--- src/rtl/warp_scheduler.sv ---
// Round-robin warp scheduler: grants the shared core pipeline to one warp at a time and
// sequences it through FETCH..UPDATE. Optional perf counters behind `WARP_SCHED_PERF_EN.

package warp_sched_pkg;
  typedef enum logic [2:0] {
    WARP_IDLE    = 3'd0,
    WARP_FETCH   = 3'd1,
    WARP_DECODE  = 3'd2,
    WARP_REQUEST = 3'd3,
    WARP_WAIT    = 3'd4,
    WARP_EXECUTE = 3'd5,
    WARP_UPDATE  = 3'd6,
    WARP_DONE    = 3'd7
  } warp_state_t;
endpackage

module warp_scheduler
  import warp_sched_pkg::*;
#(
  parameter int NUM_WARPS = 4,
  parameter int WARP_ID_W = (NUM_WARPS > 1) ? $clog2(NUM_WARPS) : 1
) (
  input  logic                 clk,
  input  logic                 reset,
  input  logic                 start,
  input  logic [NUM_WARPS-1:0] warp_active_mask,
  input  logic                 fetch_done,
  input  logic                 decoded_ret,
  input  logic                 mem_pending,
  output logic [NUM_WARPS-1:0] warp_enable,
  output warp_state_t          warp_state,
  output logic [WARP_ID_W-1:0] cur_warp,
  output logic                 busy,
  output logic                 done
`ifdef WARP_SCHED_PERF_EN
  ,
  output logic [31:0]          perf_cycles,
  output logic [31:0]          perf_instr
`endif
);

  warp_state_t          state_q, state_d;
  logic [WARP_ID_W-1:0] cur_q, cur_d;
  logic [NUM_WARPS-1:0] fin_q, fin_d;
  logic [NUM_WARPS-1:0] enable_q, enable_d;
  logic                 busy_q, busy_d;
  logic                 done_q, done_d;
  logic                 rotate;
  logic [WARP_ID_W:0]   pick;

  // Next unfinished warp after cur, wrapping; cur itself is considered last.
  // Result is {found, index}.
  function automatic logic [WARP_ID_W:0] rotate_pick(
    input logic [NUM_WARPS-1:0] fin,
    input logic [WARP_ID_W-1:0] cur
  );
    logic [WARP_ID_W:0] r;
    int                 idx;
    r = '0;
    for (int i = NUM_WARPS; i >= 1; i--) begin
      idx = int'(cur) + i;
      if (idx >= NUM_WARPS) idx = idx - NUM_WARPS;
      if (!fin[WARP_ID_W'(idx)]) r = {1'b1, WARP_ID_W'(idx)};
    end
    return r;
  endfunction

  function automatic logic [WARP_ID_W:0] first_active(input logic [NUM_WARPS-1:0] mask);
    logic [WARP_ID_W:0] r;
    r = '0;
    for (int i = NUM_WARPS - 1; i >= 0; i--) begin
      if (mask[i]) r = {1'b1, WARP_ID_W'(i)};
    end
    return r;
  endfunction

  always_comb begin
    state_d = state_q;
    cur_d   = cur_q;
    fin_d   = fin_q;
    busy_d  = busy_q;
    done_d  = done_q;
    rotate  = 1'b0;
    pick    = '0;

    case (state_q)
      WARP_IDLE, WARP_DONE: begin
        // A launch from DONE clears done and relaunches in one transition.
        if (start) begin
          fin_d = ~warp_active_mask;
          pick  = first_active(warp_active_mask);
          if (pick[WARP_ID_W]) begin
            state_d = WARP_FETCH;
            cur_d   = pick[WARP_ID_W-1:0];
            busy_d  = 1'b1;
            done_d  = 1'b0;
          end else begin
            state_d = WARP_DONE;
            cur_d   = '0;
            busy_d  = 1'b0;
            done_d  = 1'b1;
          end
        end
      end
      WARP_FETCH: begin
        if (fetch_done) state_d = WARP_FETCH == WARP_FETCH ? WARP_DECODE : WARP_FETCH;
      end
      WARP_DECODE: begin
        if (decoded_ret) begin
          fin_d[cur_q] = 1'b1;
          rotate       = 1'b1;
        end else begin
          state_d = WARP_REQUEST;
        end
      end
      WARP_REQUEST: state_d = WARP_WAIT;
      WARP_WAIT: begin
        if (!mem_pending) state_d = WARP_EXECUTE;
      end
      WARP_EXECUTE: state_d = WARP_UPDATE;
      WARP_UPDATE:  rotate  = 1'b1;
      default:      state_d = WARP_IDLE;
    endcase

    // Rotation goes straight to the next FETCH, so there is no bubble between warps.
    if (rotate) begin
      pick = rotate_pick(fin_d, cur_q);
      if (pick[WARP_ID_W]) begin
        state_d = WARP_FETCH;
        cur_d   = pick[WARP_ID_W-1:0];
      end else begin
        state_d = WARP_DONE;
        busy_d  = 1'b0;
        done_d  = 1'b1;
      end
    end
  end

  always_comb begin
    enable_d = '0;
    if (state_d != WARP_IDLE && state_d != WARP_DONE) enable_d = NUM_WARPS'(1) << cur_d;
  end

  always_ff @(posedge clk) begin
    if (reset) begin
      state_q  <= WARP_IDLE;
      cur_q    <= '0;
      fin_q    <= '1;
      enable_q <= '0;
      busy_q   <= 1'b0;
      done_q   <= 1'b0;
    end else begin
      state_q  <= state_d;
      cur_q    <= cur_d;
      fin_q    <= fin_d;
      enable_q <= enable_d;
      busy_q   <= busy_d;
      done_q   <= done_d;
    end
  end

  assign warp_state  = state_q;
  assign cur_warp    = cur_q;
  assign warp_enable = enable_q;
  assign busy        = busy_q;
  assign done        = done_q;

`ifdef WARP_SCHED_PERF_EN
  logic [31:0] perf_cycles_q;
  logic [31:0] perf_instr_q;
  logic        accept_start;

  assign accept_start = start && !busy_q;

  always_ff @(posedge clk) begin
    if (reset || accept_start) begin
      perf_cycles_q <= '0;
      perf_instr_q  <= '0;
    end else begin
      if (busy_q) perf_cycles_q <= perf_cycles_q + 32'd1;
      if (state_q == WARP_UPDATE) perf_instr_q <= perf_instr_q + 32'd1;
    end
  end

  assign perf_cycles = perf_cycles_q;
  assign perf_instr  = perf_instr_q;
`endif

endmodule
--- config.mk ---
export PLATFORM = sky130hd
export DESIGN_NAME = warp_scheduler
export DESIGN_NICKNAME = d
export VERILOG_FILES = /design/src/rtl/warp_scheduler.sv
export SDC_FILE = /design/constraint.sdc
export NUM_CORES = 1
export LEC_CHECK = 0
export ABC_AREA = 1
export CORE_MARGIN = 5
export CORE_UTILIZATION = 40
export CTS_CLUSTER_SIZE = 20
export DETAILED_ROUTE_END_ITERATION = 7
export GPL_TIMING_DRIVEN = 1
export PLACE_DENSITY = 0.62
export SLEW_MARGIN = 25
export SYNTH_ARGS = -nofsm -noshare
export SYNTH_HDL_FRONTEND = slang
export SYNTH_SLANG_ARGS = --single-unit
--- constraint.sdc ---
create_clock -name clk -period 3.95 [get_ports clk]
set_clock_uncertainty 0.1 [all_clocks]
set_input_delay 0.79 -clock clk [delete_from_list [all_inputs] [get_ports clk]]
set_output_delay 0.79 -clock clk [all_outputs]
set_load 0.1 [all_outputs]
==> flow_summary.ini <==
[sta]
slew_headroom_pct = 33.9
fmax_ghz = 0.329
hold_violations = 0
rsz0062_at_grt = no
slew_violations = 0
worstMarginPinSlew_ns = 0.988
period_share_pct = 76.8
fin_tns_setup_ns = 0
setup_viol = 0
fin_crit_ns = 3.04

[final_layout]
seqCellArea_um2 = 300
final_common_cell = nand2_1
layout_common_cells = 50 x nand2_1, 20 x nor2_1, 20 x clkdlybuf4s50_1
multi_input_area_um2 = 733
drive_gt1_share_pct = 13.1
fin_nets = 214
nFillCells = 269
n_antenna_cell = 0
area_growth_pct = 22.7

[clock_tree]
clock-sinks = 15
cts_setup_buffers = 0
h-tree-depth = 1
clkSlewWorstSetupHoldPaths_ns = 0.10
clock_path_buffers = 2
cts_tree = built
cts_buffers = 3
root_buffer = clkbuf_4
hold_buffers = 0
clk_latency_ns = 0.30
cts_resized = 0

[floorplanning]
start_util_pct = 41.5
ios = 21
fp.dieH_um = 63.3
die_w_um = 63.3
core_area_um2 = 2730
dieArea_um2 = 4000
rows = 19

[placed_design]
gp_congestion = 0.957
post-dp-hpwl_um = 2400
port-buffer-count = 20

[synthesis]
synth_cells = 177
synthesis.area_um2 = 1130
yosysWarnings = 0
synth_edf_count = 0
ys_seq_area_share_pct = 26.5
synthArstFlopShare_pct = 0
synth_top_area_share_pct = 26.5
syn_area_per_cell_um2 = 6.41
yosysTopAreaCell = dfxtp_1
synth-seq-cells = 15
syn_nets = 191
synth_flop_cell = dfxtp_1
netlist_top_cells_area = dfxtp_1 26%, nand2_1 17%, nand4_1 7.2%, nor2_1 6.6%, inv_1 6.3%
synth_cell_type_count = 26

[critical_path]
critPathKind = reg -> out
crit_path_start_kind = flop
r2r-end = warp_enable[3]$_SDFF_PP0_
r2r_start = cur_warp[0]$_SDFF_PP0_
crit_chain = clkdlybuf4s50_1
cp_slowest_cell = clkdlybuf4s50_1
critPathTopFamily = buffers and inverters
path_max_fanout = 11
reg2regPathDepth = 16
reg2reg_slack_ns = 1.47
cp_slowest_stage_delay_ns = 1.23
endpoint_kind = output pin
crit_buf_inv = 1
arrival_ns = 2.15
required_ns = 3.06

[drt]
routed_via_density = 5.22
antenna_left = 0
vias = 1200
route.detailed.drc = 0
drtPass1Iterations = 4
first_iter_violations = 52
wire_per_inst_um = 12.8
wl_um = 2930

[global_route]
grt_max_degree = 12
track_usage_pct = 14.8
grt_pass1_wl_um = 4920
gr-total-overflow = 0
grt_pass1_vias = 1120
antenna_found_initial = 0

[min_path]
hold_depth = 2
hold_class = reg -> reg
hold_path.startpoint = done$_SDFF_PP0_
hold_end = done$_SDFF_PP0_

[run]
maxCapViolations = 0

[run_status]
status = finished clean
-- sequential cells by signal, summed over array words and instances (netlist names) --
name	flops
warp_enable	4
busy	1
done	1
fin_q	4
warp_state	3
cur_warp	2
-- cell type report --
type                       count  share of cell area [%]
tap                           31                    2.79
sequential                    15                    21.6
clock inverter                 1                   0.539
inverter                      24                    6.47
clock buffer                   3                    1.62
multi-input combinational    136                    52.7
timing repair buffer          20                    14.4
-- cells by family after synthesis --
logic type | Yosys count | share of synthesized area, %
flops | 15 | 26.5
fa+ha+maj | 4 | 4.41
buf+inv | 26 | 8.93
compound gates | 22 | 11.6
simple gates | 110 | 48.6
-- Yosys cell counts (2+ instances only) --
| library cell | n |
|---|---|
| nor2_4 | 2 |
| inv_2 | 5 |
| nand4_1 | 13 |
| nor3_1 | 2 |
| dfxtp_1 | 15 |
| nand2_1 | 50 |
| a21oi_1 | 6 |
| nor2_1 | 20 |
| nand3_2 | 2 |
| inv_1 | 19 |
| ha_1 | 4 |
| o21ai_0 | 10 |
| nand2_2 | 8 |
| nand3_1 | 8 |
| nand3b_1 | 2 |
-- worst max path at each step --
stage	cells past startpoint	startpoint	slack, ns	end
after global routing	1	warp_state[2]$_SDFF_PP0_	0.82	warp_state[2]
after detailed placement	16	start	1.10	warp_enable[3]$_SDFF_PP0_
after global placement	14	decoded_ret	1.12	warp_enable[3]$_SDFF_PP0_
after CTS	1	warp_state[2]$_SDFF_PP0_	0.89	warp_state[2]
after floorplan	15	cur_warp[1]$_SDFF_PP0_	0.99	warp_enable[1]$_SDFF_PP0_
final	1	warp_state[2]$_SDFF_PP0_	0.91	warp_state[2]
-- routing by layer --
metal  track usage, %  vias to the layer above  part of all wire (%)
li1                 -                      620                     -
met1             18.5                      533                    46
met2             24.2                       41                    47
met3             4.97                        6                   5.6
met4             3.90                        0                   1.9
met5                0                        -                     0
-- per-stage QoR --
stage / std cells / hold slack [ns] / utilization (%) / cell area, µm² / setup WS (ns)
2_1_floorplan: 177 / 0.449 / - / 1130 / 0.995
3_3_place_gp: 226 / 0.450 / 49.8 / 1360 / 1.12
3_5_place_dp: 226 / 0.465 / 49.8 / 1360 / 1.10
4_1_cts: 230 / 0.480 / 50.9 / 1390 / 0.891
5_1_grt: 230 / 0.541 / 50.9 / 1390 / 0.823
6_report: 230 / 0.479 / 50.9 / 1390 / 0.915
Power is not shown: default switching activity piles up to over one toggle a cycle in this logic, so the estimate is an artifact.
